<file path="src/rtl/df4iah_v3_pkg.sv">
// Shared constants and types for the DF4IAH_V3 bring-up image.
package df4iah_v3_pkg;

    localparam int unsigned BAUD_DIV_DEF = 173;
    localparam int unsigned HB_DIV_DEF   = 10_000_000;

    localparam int unsigned MON_RX_BUSY = 8;
    localparam int unsigned MON_TX_BUSY = 9;
    localparam int unsigned MON_FERR    = 10;
    localparam int unsigned MON_OVR     = 11;

    typedef enum logic [1:0] {
        UART_IDLE  = 2'd0,
        UART_START = 2'd1,
        UART_DATA  = 2'd2,
        UART_STOP  = 2'd3
    } uart_state_e;

endpackage

</file>
<file path="src/rtl/df4iah_uart_8n1.sv">
// UART 8N1 echo engine: RX sampler, one-byte holding register, TX serialiser
// and sticky frame-error / overrun flags.
module df4iah_uart_8n1
    import df4iah_v3_pkg::*;
#(
    parameter int unsigned BAUD_DIV = BAUD_DIV_DEF
) (
    input  logic        clk,
    input  logic        rst_n,
    input  logic        rx_i,
    output logic        tx_o,
    output logic        cts_o,
    output logic [15:0] monitor_o
);

    localparam int unsigned CNT_W = (BAUD_DIV > 2) ? $clog2(BAUD_DIV) : 1;
    localparam logic [CNT_W-1:0] BIT_LAST  = CNT_W'(BAUD_DIV - 1);
    localparam logic [CNT_W-1:0] HALF_LAST = CNT_W'(BAUD_DIV / 2 - 1);
    // TX drops to IDLE one cycle early so a queued byte starts right after the stop bit.
    localparam logic [CNT_W-1:0] STOP_LAST = CNT_W'(BAUD_DIV - 2);

    logic             rx_s1_q, rx_s1_d, rx_s2_q, rx_s2_d, rx_prev_q, rx_prev_d;
    uart_state_e      rx_state_q, rx_state_d;
    logic [CNT_W-1:0] rx_cnt_q, rx_cnt_d;
    logic [2:0]       rx_bit_q, rx_bit_d;
    logic [7:0]       rx_shift_q, rx_shift_d;
    logic             rx_good_q, rx_good_d;
    logic [7:0]       rx_byte_q, rx_byte_d;
    logic             ferr_q, ferr_d, ovr_q, ovr_d;
    logic [7:0]       hold_q, hold_d;
    logic             hold_full_q, hold_full_d;
    uart_state_e      tx_state_q, tx_state_d;
    logic [CNT_W-1:0] tx_cnt_q, tx_cnt_d;
    logic [2:0]       tx_bit_q, tx_bit_d;
    logic [7:0]       tx_shift_q, tx_shift_d;
    logic             tx_line_q, tx_line_d;
    logic             tx_take;

    always_comb begin
        rx_s1_d    = rx_i;
        rx_s2_d    = rx_s1_q;
        rx_prev_d  = rx_s2_q;
        rx_state_d = rx_state_q;
        rx_cnt_d   = rx_cnt_q;
        rx_bit_d   = rx_bit_q;
        rx_shift_d = rx_shift_q;
        rx_good_d  = 1'b0;
        ferr_d     = ferr_q;
        case (rx_state_q)
            UART_IDLE: begin
                if (rx_prev_q && !rx_s2_q) begin
                    rx_state_d = UART_START;
                    rx_cnt_d   = '0;
                end
            end
            UART_START: begin
                if (rx_cnt_q == HALF_LAST) begin
                    rx_cnt_d   = '0;
                    rx_bit_d   = '0;
                    rx_state_d = rx_s2_q ? UART_IDLE : UART_DATA;
                end else begin
                    rx_cnt_d = rx_cnt_q + CNT_W'(1);
                end
            end
            UART_DATA: begin
                if (rx_cnt_q == BIT_LAST) begin
                    rx_cnt_d   = '0;
                    rx_shift_d = {rx_s2_q, rx_shift_q[7:1]};
                    rx_bit_d   = rx_bit_q + 3'd1;
                    if (rx_bit_q == 3'd7) begin
                        rx_state_d = UART_STOP;
                    end
                end else begin
                    rx_cnt_d = rx_cnt_q + CNT_W'(1);
                end
            end
            default: begin
                if (rx_cnt_q == BIT_LAST) begin
                    rx_cnt_d   = '0;
                    rx_state_d = UART_IDLE;
                    if (rx_s2_q) begin
                        rx_good_d = 1'b1;
                    end else begin
                        ferr_d = 1'b1;
                    end
                end else begin
                    rx_cnt_d = rx_cnt_q + CNT_W'(1);
                end
            end
        endcase
    end

    // A store and a TX take on the same cycle leave the register full, never overrun.
    always_comb begin
        tx_take     = (tx_state_q == UART_IDLE) && hold_full_q;
        hold_d      = hold_q;
        hold_full_d = hold_full_q;
        ovr_d       = ovr_q;
        rx_byte_d   = rx_byte_q;
        if (tx_take) begin
            hold_full_d = 1'b0;
        end
        if (rx_good_q) begin
            rx_byte_d = rx_shift_q;
            if (hold_full_q && !tx_take) begin
                ovr_d = 1'b1;
            end else begin
                hold_d      = rx_shift_q;
                hold_full_d = 1'b1;
            end
        end
    end

    always_comb begin
        tx_state_d = tx_state_q;
        tx_cnt_d   = tx_cnt_q;
        tx_bit_d   = tx_bit_q;
        tx_shift_d = tx_shift_q;
        case (tx_state_q)
            UART_IDLE: begin
                if (tx_take) begin
                    tx_state_d = UART_START;
                    tx_cnt_d   = '0;
                    tx_shift_d = hold_q;
                end
            end
            UART_START: begin
                if (tx_cnt_q == BIT_LAST) begin
                    tx_cnt_d   = '0;
                    tx_bit_d   = '0;
                    tx_state_d = UART_DATA;
                end else begin
                    tx_cnt_d = tx_cnt_q + CNT_W'(1);
                end
            end
            UART_DATA: begin
                if (tx_cnt_q == BIT_LAST) begin
                    tx_cnt_d   = '0;
                    tx_shift_d = {1'b0, tx_shift_q[7:1]};
                    tx_bit_d   = tx_bit_q + 3'd1;
                    if (tx_bit_q == 3'd7) begin
                        tx_state_d = UART_STOP;
                    end
                end else begin
                    tx_cnt_d = tx_cnt_q + CNT_W'(1);
                end
            end
            default: begin
                if (tx_cnt_q == STOP_LAST) begin
                    tx_cnt_d   = '0;
                    tx_state_d = UART_IDLE;
                end else begin
                    tx_cnt_d = tx_cnt_q + CNT_W'(1);
                end
            end
        endcase
        if (tx_state_d == UART_START) begin
            tx_line_d = 1'b0;
        end else if (tx_state_d == UART_DATA) begin
            tx_line_d = tx_shift_d[0];
        end else begin
            tx_line_d = 1'b1;
        end
    end

    always_ff @(posedge clk or negedge rst_n) begin
        if (!rst_n) begin
            rx_s1_q     <= 1'b1;
            rx_s2_q     <= 1'b1;
            rx_prev_q   <= 1'b1;
            rx_state_q  <= UART_IDLE;
            rx_cnt_q    <= '0;
            rx_bit_q    <= '0;
            rx_shift_q  <= '0;
            rx_good_q   <= 1'b0;
            rx_byte_q   <= '0;
            ferr_q      <= 1'b0;
            ovr_q       <= 1'b0;
            hold_q      <= '0;
            hold_full_q <= 1'b0;
            tx_state_q  <= UART_IDLE;
            tx_cnt_q    <= '0;
            tx_bit_q    <= '0;
            tx_shift_q  <= '0;
            tx_line_q   <= 1'b1;
        end else begin
            rx_s1_q     <= rx_s1_d;
            rx_s2_q     <= rx_s2_d;
            rx_prev_q   <= rx_prev_d;
            rx_state_q  <= rx_state_d;
            rx_cnt_q    <= rx_cnt_d;
            rx_bit_q    <= rx_bit_d;
            rx_shift_q  <= rx_shift_d;
            rx_good_q   <= rx_good_d;
            rx_byte_q   <= rx_byte_d;
            ferr_q      <= ferr_d;
            ovr_q       <= ovr_d;
            hold_q      <= hold_d;
            hold_full_q <= hold_full_d;
            tx_state_q  <= tx_state_d;
            tx_cnt_q    <= tx_cnt_d;
            tx_bit_q    <= tx_bit_d;
            tx_shift_q  <= tx_shift_d;
            tx_line_q   <= tx_line_d;
        end
    end

    always_comb begin
        monitor_o              = '0;
        monitor_o[7:0]         = rx_byte_q;
        monitor_o[MON_RX_BUSY] = (rx_state_q != UART_IDLE);
        monitor_o[MON_TX_BUSY] = (tx_state_q != UART_IDLE);
        monitor_o[MON_FERR]    = ferr_q;
        monitor_o[MON_OVR]     = ovr_q;
    end

    assign tx_o  = tx_line_q;
    assign cts_o = ~hold_full_q;

endmodule

</file>
<file path="src/rtl/df4iah_v3_top.sv">
// DF4IAH_V3 bring-up top: UART echo, heartbeat LED, PHY reset release and
// safe idle levels on all unused board peripherals.
module df4iah_v3_top
    import df4iah_v3_pkg::*;
#(
    parameter int unsigned BAUD_DIV = BAUD_DIV_DEF,
    parameter int unsigned HB_DIV   = HB_DIV_DEF
) (
    input  logic        i_brd_clk,
    input  logic        i_reset_n,
    output logic [3:0]  o_led,
    input  logic        i_uart0_tx,
    output logic        o_uart0_rx,
    input  logic        i_uart0_rts,
    output logic        o_uart0_cts,
    output logic        o_i2c0_scl,
    inout  wire         io_i2c0_sda,
    output logic        o_spi0_sclk,
    output logic        o_spi0_mosi,
    output logic        o_spi0_ss_n,
    input  logic        i_spi0_miso,
    output logic [3:0]  o_sram_cs_n,
    output logic        o_sram_read_n,
    output logic        o_sram_write_n,
    output logic [20:0] o_sram_addr,
    inout  wire  [7:0]  io_sram_data,
    input  logic        i_mtx_clk,
    input  logic        i_mrx_clk,
    output logic [3:0]  o_mtxd,
    output logic        o_mtxen,
    output logic        o_mtxerr,
    input  logic [3:0]  i_mrxd,
    input  logic        i_mrxdv,
    input  logic        i_mrxerr,
    input  logic        i_mcoll,
    input  logic        i_mcrs,
    inout  wire         io_md,
    output logic        o_mdc,
    output logic        o_phy_reset_n,
    input  logic        altera_reserved_tck,
    input  logic        altera_reserved_tdi,
    input  logic        altera_reserved_tms,
    output logic        altera_reserved_tdo,
    output logic [15:0] o_monitor
);

    localparam int unsigned HB_W = (HB_DIV > 2) ? $clog2(HB_DIV) : 1;
    localparam logic [HB_W-1:0] HB_LAST = HB_W'(HB_DIV - 1);

    logic            phy_s1_q, phy_s1_d, phy_s2_q, phy_s2_d;
    logic [HB_W-1:0] hb_cnt_q, hb_cnt_d;
    logic            hb_led_q, hb_led_d;
    logic [15:0]     monitor;
    logic            unused_inputs;

    always_comb begin
        phy_s1_d = 1'b1;
        phy_s2_d = phy_s1_q;
        hb_cnt_d = (hb_cnt_q == HB_LAST) ? '0 : hb_cnt_q + HB_W'(1);
        hb_led_d = hb_led_q ^ (hb_cnt_q == HB_LAST);
    end

    always_ff @(posedge i_brd_clk or negedge i_reset_n) begin
        if (!i_reset_n) begin
            phy_s1_q <= 1'b0;
            phy_s2_q <= 1'b0;
            hb_cnt_q <= '0;
            hb_led_q <= 1'b0;
        end else begin
            phy_s1_q <= phy_s1_d;
            phy_s2_q <= phy_s2_d;
            hb_cnt_q <= hb_cnt_d;
            hb_led_q <= hb_led_d;
        end
    end

    df4iah_uart_8n1 #(
        .BAUD_DIV (BAUD_DIV)
    ) u_uart (
        .clk       (i_brd_clk),
        .rst_n     (i_reset_n),
        .rx_i      (i_uart0_tx),
        .tx_o      (o_uart0_rx),
        .cts_o     (o_uart0_cts),
        .monitor_o (monitor)
    );

    assign o_monitor     = monitor;
    assign o_led         = {phy_s2_q, monitor[MON_FERR], monitor[MON_TX_BUSY], hb_led_q};
    assign o_phy_reset_n = phy_s2_q;

    assign o_i2c0_scl          = 1'b1;
    assign io_i2c0_sda         = 1'bz;
    assign o_spi0_sclk         = 1'b0;
    assign o_spi0_mosi         = 1'b0;
    assign o_spi0_ss_n         = 1'b1;
    assign o_sram_cs_n         = 4'hF;
    assign o_sram_read_n       = 1'b1;
    assign o_sram_write_n      = 1'b1;
    assign o_sram_addr         = '0;
    assign io_sram_data        = 8'bzzzz_zzzz;
    assign o_mtxd              = 4'h0;
    assign o_mtxen             = 1'b0;
    assign o_mtxerr            = 1'b0;
    assign io_md               = 1'bz;
    assign o_mdc               = 1'b0;
    assign altera_reserved_tdo = 1'b0;

    assign unused_inputs = ^{i_uart0_rts, i_spi0_miso, i_mtx_clk, i_mrx_clk, i_mrxd,
                             i_mrxdv, i_mrxerr, i_mcoll, i_mcrs,
                             altera_reserved_tck, altera_reserved_tdi, altera_reserved_tms};

endmodule

</file>
<file path="config.mk">
export PLATFORM = sky130hd
export DESIGN_NAME = df4iah_v3_top
export DESIGN_NICKNAME = d
export VERILOG_FILES = /design/src/rtl/df4iah_v3_pkg.sv /design/src/rtl/df4iah_uart_8n1.sv /design/src/rtl/df4iah_v3_top.sv
export SDC_FILE = /design/constraint.sdc
export NUM_CORES = 1
export LEC_CHECK = 0
export ABC_AREA = 1
export BUFFER_PORTS_ARGS = -buffer_cell sky130_fd_sc_hd__buf_4
export CAP_MARGIN = 30
export CORE_MARGIN = 8
export CORE_UTILIZATION = 45
export CTS_CLUSTER_DIAMETER = 200
export CTS_CLUSTER_SIZE = 8
export DETAILED_ROUTE_END_ITERATION = 6
export GPL_TIMING_DRIVEN = 0
export PLACE_DENSITY_LB_ADDON = 0.25
export RECOVER_POWER = 25
export SLEW_MARGIN = 20
export SYNTH_ARGS = -nofsm -noshare
export SYNTH_HDL_FRONTEND = slang
export SYNTH_SLANG_ARGS = --single-unit
</file>
<file path="constraint.sdc">
create_clock -name i_brd_clk -period 4.7 [get_ports i_brd_clk]
set_input_delay 0.47 -clock i_brd_clk [delete_from_list [all_inputs] [get_ports i_brd_clk]]
set_output_delay 0.47 -clock i_brd_clk [all_outputs]
set_load 0.02 [all_outputs]
</file>
Yosys cells after proc, flatten, opt, wreduce, memory -nomap -nowiden

Cells that the tools add are included.
W data, S select, Z words.

Bits in registers: 93
Output and inout bits: 72
Logic and storage cells: 115

$add $sub $neg: 5
Equal/unequal tests: 20
Muxes and demuxes: 39
Bitwise logic cells: 5
Reduce and logical (&&, ||, !) cells: 23

Operator list:

| operator                | count |
|---|---|
| $mux W8                 | 8 |
| $pmux W8 S2             | 3 |
| $add A24 B1 Y24 const B | 1 |
| $eq A24 B24 Y1 const B  | 1 |
| $eq A8 B8 Y1 const B    | 3 |
| $mux W24                | 1 |
| $mux W2                 | 11 |
| $add A8 B1 Y8 const B   | 2 |
| $ne A2 B1 Y1 const B    | 7 |
| $mux W3                 | 4 |
| $pmux W2 S3             | 2 |
| $pmux W3 S2             | 2 |
| $reduce_and A3 Y1       | 4 |
| $reduce_bool A2 Y1      | 5 |
| $eq A8 B7 Y1 const B    | 1 |
| $mux W1                 | 8 |
| $add A3 B1 Y3 const B   | 2 |
| $eq A2 B1 Y1 const B    | 3 |
| $eq A2 B2 Y1 const B    | 3 |
| $eq A3 B3 Y1 const B    | 2 |
| $reduce_and A2 Y1       | 3 |
| $reduce_and A5 Y1       | 1 |
| $logic_not A2 Y1        | 2 |
| $not A1 Y1              | 4 |
| other kinds (6)         | 9 |

Logic depth before layout (Yosys ltp)

Word-level depth: 7
Depth in mapped cells: 13
Gate-level depth less buffers: 13

Hierarchy

Synthesis repeated with hierarchy kept, for this count alone.

Cell total of the unflattened synthesis: 644
Area, all modules: 5,240.0 sq um

Modules (own cells, without submodules):

| module          | instances | cells an instance | area each (sq um) | sequential area each (sq um) |
|---|---|---|---|---|
| df4iah_uart_8n1 | 1         | 371               | 3,218.1           | 1,656.6 |
| df4iah_v3_top   | 1         | 273               | 2,021.9           | 675.6 |

Least setup slack after synthesis

No wires, ideal clock.

Kind: register to register
Start point: register u_uart.tx_state_q[0]
End point: register u_uart.hold_q[1]
Data arrival time: 1.428 ns
Required time: 4.569 ns
Slack: 3.141 ns
Stages on the path, launching flop included: 8
Cell sequence: dfrtp_1 > inv_1 > ha_1 > inv_2 > nand2_1 > nand2_1 > clkbuf_1 > o21ai_0

Cells in the longest elaborated chain, start to end: 6

RTL lines:

| what                        | RTL line               | source |
|---|---|---|
| from (decl)                 | df4iah_uart_8n1.sv:32  | `uart_state_e tx_state_q, tx_state_d;` |
| from (signal assigned)      | df4iah_uart_8n1.sv:200 | `tx_state_q <= tx_state_d;` |
| $logic_not A2 Y1            | df4iah_uart_8n1.sv:95  | `tx_take = (tx_state_q == UART_IDLE) && hold_full_q;` |
| $logic_and A1 B1 Y1         | df4iah_uart_8n1.sv:95  |  |
| $logic_not A1 Y1            | df4iah_uart_8n1.sv:105 | `if (hold_full_q && !tx_take) begin` |
| $logic_and A1 B1 Y1         | df4iah_uart_8n1.sv:105 |  |
| $not A1 Y1 (no line)        | n/a                    |  |
| $reduce_and A2 Y1 (no line) | n/a                    |  |
| to (signal assigned)        | df4iah_uart_8n1.sv:198 | `hold_q <= hold_d;` |
| to (decl)                   | df4iah_uart_8n1.sv:30  | `logic [7:0] hold_q, hold_d;` |

Every way passes these cells.
A chain may end at the register's enable or synchronous reset.

==> metrics.yaml <==
die:
  dieArea_um2: 15200
  die-width_um: 123
  initial_utilization: 0.457
  die_y_um: 123
  io_pins: 90
  core_area_um2: 11300
  num_rows: 39
worst_setup_path:
  r2r_start: "u_uart.tx_state_q[0]"
  reg2reg_depth: 7
  path_class: "in2async"
  max_stage_delay_ns: 1.56
  crit_chain: "clkbuf_2"
  cpMaxStageDelayCell: "clkbuf_2"
  required_ns: 4.69
  critPathLaunchType: "primary input"
  end_kind: "asynchronous set/reset pin"
  timing.rr.end: "u_uart.hold_q[5]"
  rrSetupSlack_ns: 2.86
  cp_max_fo: 93
  crit_start: "i_reset_n"
  crit_buf_inv: 1
  critical-path-top-delay-family: "buffers and inverters"
  arrival_ns: 2.09
logic_synthesis:
  post-synth-top-count-cell: "nand2_1"
  ys_ff_latch: 93
  synth_edf_count: 0
  synth_area_leader_cell: "dfrtp_1"
  yosys_most_used_dff: "dfrtp_1"
  synth_common_cells: "126 x nand2_1, 89 x dfrtp_1, 68 x inv_1"
  ys_async_sr_fraction: 1.00
  synth_seq_area_share: 0.451
  synth.avg_cell_area_um2: 8.44
  syn_inst: 613
  ys_top_cells_by_area: "dfrtp_1 43%, nand2_1 9.1%, buf_4 8.7%, inv_1 4.9%, nor2_1 3.4%"
  synth_top_area_frac: 0.430
  synth.distinct_cells: 42
  synth_area_um2: 5170
  ys_warn_count: 0
sta:
  finalHoldViolations: 0
  fin_crit_ns: 2.09
  period_share: 0.446
  setup_tns_ns: 0
  maxSlewViolCount: 94
  max_freq_ghz: 0.478
  max-slew-margin-rel: -0.487
  worstMarginPinSlew_ns: 2.23
  rsz0062_at_grt: "false"
  fin_worst_skew_ns: 0.00651
  finalSetupViolations: 0
run_status:
  status: "finished with violations"
  failed_checks: "capacitance limit, slew limit"
detailed_routing:
  drt-total-wl_mm: 9.71
  drt_iter0_drc: 209
  antenna_left: 0
  via_per_inst: 4.65
  remaining_drc_errors: 0
  vias: 3928
  wl_per_cell_um: 11.5
  firstDrtPassIters: 4
worst_hold_path:
  worstHoldPathType: "in2reg"
  hold_end: "u_uart.rx_s1_q"
  whs_path_depth: 1
  hold_path_startpoint: "i_uart0_tx"
placed_design:
  dp.final_hpwl_mm: 7.32
  gp_congestion: 0.893
  port_buffers: 21
  dp.cells: 829
grt:
  grt_pass1_wl_mm: 17.0
  antenna_found_initial: 0
  track_usage: 0.137
  grt_pass1_vias: 3784
  grt_max_degree: 94
  gr-total-overflow: 0
clocking:
  numCtsBuffers: 9
  path_clk_slew_ns: 0.06
  ctsResizeCount: 0
  postCtsHoldBufs: 0
  cts_setup_buffers: 0
  clockBufferDepth: 2
  clkLatencyLatePin_ns: 0.34
  cts_tree: "yes"
  cts-htree-levels: 3
  cts_root_buffer: "clkbuf_16"
  clock_sinks: 93
pwr:
  p_switching_w: 0.000497
  peakVddDrop_mv: 0.301
  p_leak_nw: 3.10
  combPwrFrac: 0.135
  swShare: 0.263
  power.total_w: 0.00189
  power_density_nw_per_um2: 313
  intPower_w: 0.00139
  clockPowerShare: 0.416
  p_seq_frac: 0.449
flow_run:
  maxCapViolCount: 1
final_layout:
  fin_util: 0.532
  fill_cells: 1086
  n_antenna_cell: 0
  drive_above_1_share: 0.231
  finalNonFillerCells: 845
  nets: 729
  syn2layout_area_growth_pct: 16.5
-- cells in the final DEF (no fill, tap or decap), types with 2 or more instances in the layout --
cell type and count:
nor3_1 14, o21a_1 2, clkbuf_1 4, xor2_1 10, nor2_4 5, inv_1 68
nor2_1 47, nor4_2 3, inv_2 14, a21oi_1 21, a31oi_1 7, nand3_2 3
nor3_2 6, clkbuf_16 9, nand2_1 126, buf_4 79, dfrtp_1 89, nand3b_1 2
nor2_2 4, nand2_4 4, nor4_1 6, o21ai_2 7, nand3_1 31, o21ai_0 26
ha_1 14, dfstp_2 4, conb_1 54, bufinv_16 2, nand2_2 9, nand4_1 7
o21ai_1 6
-- cells by family after synthesis --
group | after synthesis | share of synthesized area
other | 2 | 0.00145
adder cells (fa/ha/maj) | 14 | 0.0339
AO/OA/AOI/OAI | 74 | 0.0825
buffers and inverters | 147 | 0.152
AND/OR/NAND/NOR | 270 | 0.255
flip-flops | 93 | 0.451
XOR/XNOR | 12 | 0.0218
multiplexers | 1 | 0.00218
-- layer usage --
layer  track usage  up-vias  routed length (um)
met3        0.0425        8                 465
met2         0.229       54                4800
met4        0.0414        0                  97
li1              -     2010                   -
met1         0.167     1856                4350
met5             0        -                   0
-- flip-flops by register name, indices dropped and copies added (netlist names), 2 cells and up --
name               cells
hb_cnt_q              24
u_uart.hold_q          8
u_uart.rx_byte_q       8
u_uart.rx_cnt_q        8
u_uart.rx_shift_q      8
u_uart.tx_cnt_q        8
u_uart.tx_shift_q      8
u_uart.rx_bit_q        3
u_uart.tx_bit_q        3
u_uart.rx_state_q      2
u_uart.tx_state_q      2
-- metrics by stage --
stage	cell area [um2]	hold slack, ns	setup slack, ns
after floorplan	5370	0.174	3.14
after global placement	5710	0.334	2.92
after detailed placement	5710	0.341	2.90
after CTS	6030	0.218	2.68
after global routing	6030	0.213	2.08
final	6030	0.239	2.61
-- cell type report --
class,instances,area [um2],share of cell area
Buffer,64,473,0.0785
Clock buffer,11,243,0.0403
Clock inverter,5,82.6,0.0137
Inverter,83,314,0.0521
Multi-Input combinational cell,425,2250,0.373
Sequential cell,93,2330,0.387
Tap cell,143,179,0.0297
Timing Repair Buffer,21,155,0.0257
-- how the worst max path moves through the flow --
| stage | slack, ns | to | cells past startpoint |
|---|---|---|---|
| 2_1_floorplan | 3.14 | u_uart.hold_q[1] | 7 |
| 3_3_place_gp | 2.92 | hb_cnt_q[9] | 6 |
| 3_5_place_dp | 2.90 | u_uart.hold_q[5] | 7 |
| 4_1_cts | 2.68 | o_monitor[9] | 5 |
| 5_1_grt | 2.08 | u_uart.rx_cnt_q[2] | 1 |
| 6_report | 2.61 | hb_cnt_q[13] | 1 |
-- power by group through the flow --
stage	combinational [W]	sequential (W)	clock [W]
floorplan	0.000201	0.000859	0
global placement	0.000251	0.000862	0
detailed placement	0.000254	0.000863	0
CTS	0.000257	0.000848	0.000812
global route	0.000290	0.000853	0.000842
finish	0.000255	0.000849	0.000786
(Power assumes the default switching activity.)
